**src/rtl/scan_cfg_pkg.sv**
```systemverilog
`default_nettype none
// ============================================================================
// Module      : scan_cfg_pkg
// Description : Shared definitions for the overlay scan-chain loader: loader
//               FSM state encoding, bit-order constant and the default chain
//               length of a 125-input crossbar (31 SHIFTREG32 LUTs x 32).
// Revision    : 1.0 - initial release
// ============================================================================
package scan_cfg_pkg;

    typedef enum logic [1:0] {
        ST_IDLE  = 2'd0,
        ST_LOAD  = 2'd1,
        ST_SHIFT = 2'd2,
        ST_FIN   = 2'd3
    } scan_state_t;

    // Configuration words are serialised bit 0 first.
    localparam bit SCAN_LSB_FIRST = 1'b1;

    // 31 LUTs x 32 bits for a 125-input crossbar.
    localparam int SCAN_XBAR_CHAIN_LEN = 992;

endpackage : scan_cfg_pkg
`default_nettype wire

```
**src/rtl/scan_readback_packer.sv**
```systemverilog
`default_nettype none
// ============================================================================
// Module      : scan_readback_packer
// Description : Packs the scan chain's SOUT stream into WORD_W-bit readback
//               words, LSB first. A word is emitted after every WORD_W
//               captured bits, and a final partial word is flushed (upper bits
//               zero) on the last shift of a load.
// Ports       : clk, rst_n      - clock, asynchronous active-low reset
//               capture         - SE as presented to the chain this cycle
//               bit_in          - SOUT from the end of the chain
//               last            - this capture is the final shift of the load
//               dout            - readback word (held until the next word)
//               dout_valid      - one-cycle strobe, cycle after the word fills
// Revision    : 1.0 - initial release
// ============================================================================
module scan_readback_packer #(
    parameter int WORD_W = 32
) (
    input  logic              clk,
    input  logic              rst_n,
    input  logic              capture,
    input  logic              bit_in,
    input  logic              last,
    output logic [WORD_W-1:0] dout,
    output logic              dout_valid
);

    localparam int IDX_W = (WORD_W > 1) ? $clog2(WORD_W) : 1;

    logic [IDX_W-1:0]  r_idx;
    logic [WORD_W-1:0] r_buf;
    logic [WORD_W-1:0] r_dout;
    logic              r_dout_valid;
    logic [WORD_W-1:0] w_word;
    logic              w_word_full;

    // Word including the bit being captured this cycle.
    always_comb begin
        w_word      = r_buf | (WORD_W'(bit_in) << r_idx);
        w_word_full = (32'(r_idx) == WORD_W - 1);
    end

    always_ff @(posedge clk or negedge rst_n) begin
        if (!rst_n) begin
            r_idx        <= '0;
            r_buf        <= '0;
            r_dout       <= '0;
            r_dout_valid <= 1'b0;
        end else begin
            r_dout_valid <= 1'b0;
            if (capture) begin
                if (w_word_full || last) begin
                    // Buffer is cleared on emit, so a flushed partial word
                    // carries zeros in its unused upper bits.
                    r_dout       <= w_word;
                    r_dout_valid <= 1'b1;
                    r_buf        <= '0;
                    r_idx        <= '0;
                end else begin
                    r_buf <= w_word;
                    r_idx <= r_idx + IDX_W'(1);
                end
            end
        end
    end

    assign dout       = r_dout;
    assign dout_valid = r_dout_valid;

endmodule : scan_readback_packer
`default_nettype wire

```
**src/rtl/scan_chain_loader.sv**
```systemverilog
`default_nettype none
// ============================================================================
// Module      : scan_chain_loader
// Description : Serialises configuration words received over valid/ready onto
//               an overlay LUT scan chain (SIN/SE) for exactly CHAIN_LEN shift
//               cycles. With SCAN_READBACK_EN defined, the chain's SOUT stream
//               is captured and returned as DOUT/DOUT_VALID words.
// Ports       : clk, rst_n          - clock, asynchronous active-low reset
//               start               - begin a load (sampled in IDLE only)
//               din/din_valid/din_ready - configuration word handshake
//               se, sin             - registered scan enable / scan data
//               sout                - scan output from the end of the chain
//               busy                - load in progress
//               done                - one-cycle pulse after the final shift
//               dout, dout_valid    - readback (SCAN_READBACK_EN only)
// Macros      : SCAN_READBACK_EN - enables SOUT capture and readback ports
// Revision    : 1.0 - initial release
// ============================================================================
module scan_chain_loader
    import scan_cfg_pkg::*;
#(
    parameter int CHAIN_LEN = SCAN_XBAR_CHAIN_LEN,
    parameter int WORD_W    = 32
) (
    input  logic              clk,
    input  logic              rst_n,
    input  logic              start,
    input  logic [WORD_W-1:0] din,
    input  logic              din_valid,
    output logic              din_ready,
    output logic              se,
    output logic              sin,
    input  logic              sout,
    output logic              busy,
    output logic              done
`ifdef SCAN_READBACK_EN
    ,
    output logic [WORD_W-1:0] dout,
    output logic              dout_valid
`endif
);

    localparam int CNT_W = $clog2(CHAIN_LEN + 1);
    localparam int BIT_W = $clog2(WORD_W + 1);

    scan_state_t        r_state;
    scan_state_t        w_state_next;
    logic [CNT_W-1:0]   r_remaining;
    logic [BIT_W-1:0]   r_bits_left;
    logic [BIT_W-1:0]   w_word_bits;
    logic [WORD_W-1:0]  r_shreg;
    logic               r_se;
    logic               r_sin;
    logic               w_accept;
    logic               w_word_end;
    logic               w_final;

    always_comb begin
        w_accept   = (r_state == ST_LOAD) && din_valid;
        w_word_end = (r_state == ST_SHIFT) && (r_bits_left == BIT_W'(1));
        // remaining never drops below bits_left, so the final shift of the
        // load is always also the last shift of its word.
        w_final    = (r_state == ST_SHIFT) && (r_remaining == CNT_W'(1));
        // Shifts for the next word: min(WORD_W, remaining).
        w_word_bits = BIT_W'(WORD_W);
        if (32'(r_remaining) < WORD_W) begin
            w_word_bits = BIT_W'(r_remaining);
        end
    end

    // ------------------------------------------------------------------
    // FSM
    // ------------------------------------------------------------------
    always_ff @(posedge clk or negedge rst_n) begin
        if (!rst_n) begin
            r_state <= ST_IDLE;
        end else begin
            r_state <= w_state_next;
        end
    end

    always_comb begin
        w_state_next = r_state;
        case (r_state)
            ST_IDLE:  if (start)     w_state_next = ST_LOAD;
            ST_LOAD:  if (din_valid) w_state_next = ST_SHIFT;
            ST_SHIFT: if (w_word_end) w_state_next = w_final ? ST_FIN : ST_LOAD;
            ST_FIN:   w_state_next = ST_IDLE;
            default:  w_state_next = ST_IDLE;
        endcase
    end

    // ------------------------------------------------------------------
    // Serialiser. SE/SIN are registered: the bit shown during a SHIFT
    // cycle was loaded on the previous edge, so the handshake edge itself
    // presents DIN[0].
    // ------------------------------------------------------------------
    always_ff @(posedge clk or negedge rst_n) begin
        if (!rst_n) begin
            r_remaining <= '0;
            r_bits_left <= '0;
            r_shreg     <= '0;
            r_se        <= 1'b0;
            r_sin       <= 1'b0;
        end else begin
            if ((r_state == ST_IDLE) && start) begin
                r_remaining <= CNT_W'(CHAIN_LEN);
            end
            if (w_accept) begin
                r_shreg     <= din >> 1;
                r_sin       <= din[0];
                r_se        <= 1'b1;
                r_bits_left <= w_word_bits;
            end else if (r_state == ST_SHIFT) begin
                r_remaining <= r_remaining - CNT_W'(1);
                r_bits_left <= r_bits_left - BIT_W'(1);
                if (w_word_end) begin
                    // Unshifted upper bits of a final partial word are dropped.
                    r_se  <= 1'b0;
                    r_sin <= 1'b0;
                end else begin
                    r_sin   <= r_shreg[0];
                    r_shreg <= r_shreg >> 1;
                end
            end
        end
    end

    assign se        = r_se;
    assign sin       = r_sin;
    assign din_ready = (r_state == ST_LOAD);
    assign busy      = (r_state == ST_LOAD) || (r_state == ST_SHIFT);
    assign done      = (r_state == ST_FIN);

`ifdef SCAN_READBACK_EN
    scan_readback_packer #(
        .WORD_W     (WORD_W)
    ) u_packer (
        .clk        (clk),
        .rst_n      (rst_n),
        .capture    (r_se),
        .bit_in     (sout),
        .last       (w_final),
        .dout       (dout),
        .dout_valid (dout_valid)
    );
`else
    logic w_unused_sout;
    assign w_unused_sout = sout;
`endif

endmodule : scan_chain_loader
`default_nettype wire

```
**config.mk**
```make
export PLATFORM = sky130hd
export DESIGN_NAME = scan_chain_loader
export DESIGN_NICKNAME = d
export VERILOG_FILES = /design/src/rtl/scan_cfg_pkg.sv /design/src/rtl/scan_readback_packer.sv /design/src/rtl/scan_chain_loader.sv
export SDC_FILE = /design/constraint.sdc
export NUM_CORES = 1
export LEC_CHECK = 0
export CORE_MARGIN = 3
export CORE_UTILIZATION = 48
export CTS_CLUSTER_SIZE = 10
export DETAILED_ROUTE_END_ITERATION = 7
export PLACE_DENSITY_LB_ADDON = 0.12
export RECOVER_POWER = 25
export SYNTH_ARGS = -nofsm -noshare
export SYNTH_HDL_FRONTEND = slang
export SYNTH_HIERARCHICAL = 1
export SYNTH_SLANG_ARGS = --single-unit
```
**constraint.sdc**
```tcl
create_clock -name clk -period 1.8 [get_ports clk]
set_clock_uncertainty 0.2 [all_clocks]
set_input_delay 0.36 -clock clk [delete_from_list [all_inputs] [get_ports clk]]
set_output_delay 0.36 -clock clk [all_outputs]
set_load 0.1 [all_outputs]
```
==> results_dict.tcl <==
set metrics [dict create \
    grt_remaining_overflow 0 \
    synthArstFlopShare 1.00 \
    hold_viol 0 \
    ys_types 37 \
    clock_sinks 51 \
    holdCritPathClass "flop to flop" \
    clkTransAtPathRegs_ps 90 \
    die_w_um 80.0 \
    syn_nets 347 \
    rsz0062_at_grt "true" \
    drcViolationCount 0 \
    post-synth-top-area-fraction 0.486 \
    end_kind "flop" \
    first_iter_violations 111 \
    seq_area_frac_synth 0.486 \
    arrival_ps 1940 \
    grt_pass1_wl_mm 9.96 \
    cts_tree "built" \
    synthCells 301 \
    yosys_register_bits 51 \
    worst-slew-pin-transition_ps 699 \
    synth_most_common_cell "nand3_1" \
    whs_ps 307 \
    cts_root_buf "clkbuf_8" \
    setup_tns_ps -1870 \
    syn_area_per_cell_um2 8.73 \
    drt-vias-per-instance 5.47 \
    grt_use_total 0.200 \
    wl_mm 6.56 \
    maxCapViolCount 0 \
    p_per_area_mw_per_mm2 1700 \
    fin_crit_ps 1910 \
    timing.final.ws_setup_ps -111 \
    hpwlAfterDp_mm 4.10 \
    worstPathMaxFanout 5 \
    start_util 0.505 \
    first_pass_iters 4 \
    routedWlPerCell_um 14.6 \
    cp.required_ps 1830 \
    place.port_buffers 40 \
    placed_cells 428 \
    power.static_leakage_uw 0.00175 \
    status "complete, but fails checks" \
    yosys-top-cells-count "nand3_1, dfrtp_1, nand2_1" \
    finalSetupViolCount 35 \
    yosys_most_used_dff "dfrtp_1" \
    maxSlewHeadroom 0.534 \
    crit_type "flop to flop" \
    drv_slew 0 \
    die-area_mm2 0.00640 \
    syn-cell-area_mm2 0.00263 \
    die_h_um 80.0 \
    max_freq_mhz 523 \
    synth_largest_area_cell "dfrtp_1" \
    ant_nets 0 \
    grt_pass1_vias 2202 \
    layout.nets 423 \
    violations "negative setup slack" \
    num_io_pins 42 \
    grt_max_degree 52 \
    cts_max_level 2 \
    dr_total_vias 2449 \
    clkLatencyLatePin_ps 310 \
    rows 26 \
    rrSetupSlack_ps -110 \
    drive_above_1_share 0.320 \
    start_kind "flop" \
    synth_area_leaders "dfrtp_1, nand3_1, nand2_1" \
    yosys_warnings 6 \
    n_antenna_cell 0 \
    period_share 1.06 \
    clockBufferDepth 2 \
    p_total_uw 6680 \
    cts_buffers 5 \
    final_util 0.755 \
    syn_to_final_growth_pct 49.6 \
    place.gp.congestion 0.825 \
    synth_edf_count 0 \
    core_area_mm2 0.00520 \
    final_cells 448 \
    antenna_found_initial 0 \
    peakVddDrop_mv 1.64 \
]
per-layer routing:
metal / vias to the layer above / global-route usage / part of all wire
met4: 0 / 0.0726 / 0.012
met1: 1176 / 0.269 / 0.43
met2: 62 / 0.322 / 0.51
met5: - / 0 / 0
met3: 7 / 0.0350 / 0.046
li1: 1204 / - / -
cell usage in the layout (no fill, tap or decap), types with 3 or more instances in the layout:
cell,netlist,layout
nand3_1,95,63
dfrtp_1,51,49
nand2_1,48,46
buf_4,0,39
clkdlybuf4s50_1,0,34
nand3_2,0,30
o21ai_0,18,15
nor2_1,9,8
buf_12,0,8
inv_1,9,5
a21oi_1,7,5
clkbuf_8,0,5
o21ai_1,2,4
xnor2_1,4,4
ha_1,9,4
ha_4,0,4
buf_6,4,4
inv_2,0,3
o22a_1,3,3
metrics by stage:
stage	area [um^2]	worst slack, ps
global route	3930	-146
finish	3930	-111
detailed placement	3410	-143
CTS	3630	-81.7
floorplan	2690	0.638
global placement	3410	-90.4
path summary, 6_finish.rpt:
check	from	endpoint	depth (start not counted)
max	r_bits_left[3]	r_shreg[0]	6
min	r_shreg[8]	r_shreg[8]	2
min in group asynchronous	rst_n	r_remaining[4]	3
max reg2reg	r_bits_left[3]	r_shreg[0]	6
max in group asynchronous	rst_n	r_state[1]	3
min reg2reg	r_shreg[8]	r_shreg[8]	2
timing repair:
action / 4_1_cts / 5_1_grt
gates cloned: 1 / 2
endpoints found under the setup margin: 26 / 53
hold buffers: 1 / 0
resized for setup: 7 / 52
hold endpoints to repair: 51 / 0
setup buffers: 2 / 7
pin swaps: 2 / 43
worst max-delay path: stages, from the launching register on:
cell     delay (ps)
dfrtp_1         390
or3_4           410
buf_6           140
o21ai_4         320
buf_12          170
nand2_4          50
a31oi_4         150
logic make-up (layout without fill, tap and decap cells):
| kind of cell | after synthesis | after routing | synth area share |
|---|---|---|---|
| fa+ha+maj | 9 | 9 | 0.0429 |
| compound gates | 40 | 40 | 0.0910 |
| simple gates | 166 | 166 | 0.305 |
| flops | 51 | 51 | 0.486 |
| mux | 1 | 1 | 0.00381 |
| xor+xnor | 5 | 5 | 0.0167 |
| buf+inv | 29 | 106 | 0.0548 |
layout make-up:
type | count | area, um^2
fill | 356 | 1270
inverter | 9 | 36.3
tap | 70 | 87.6
sequential | 51 | 1280
clock buffer | 6 | 72.6
multi-input combinational | 221 | 1510
timing repair buffer | 89 | 886
clock inverter | 2 | 60.1
power breakdown:
part	internal [uW]	total (uW)	leakage, uW	switching [uW]
sequential	1610	1950	0.000617	332
combinational	1760	3800	0.00107	2040
clock	556	933	0.0000654	377
sequential cells by signal, summed over array words and instances, names as in the netlist:
register,count
sin,1
r_shreg,31
se,1
r_remaining,10
r_bits_left,6
r_state,2
Note: power is estimated with default switching activity, not from simulation.
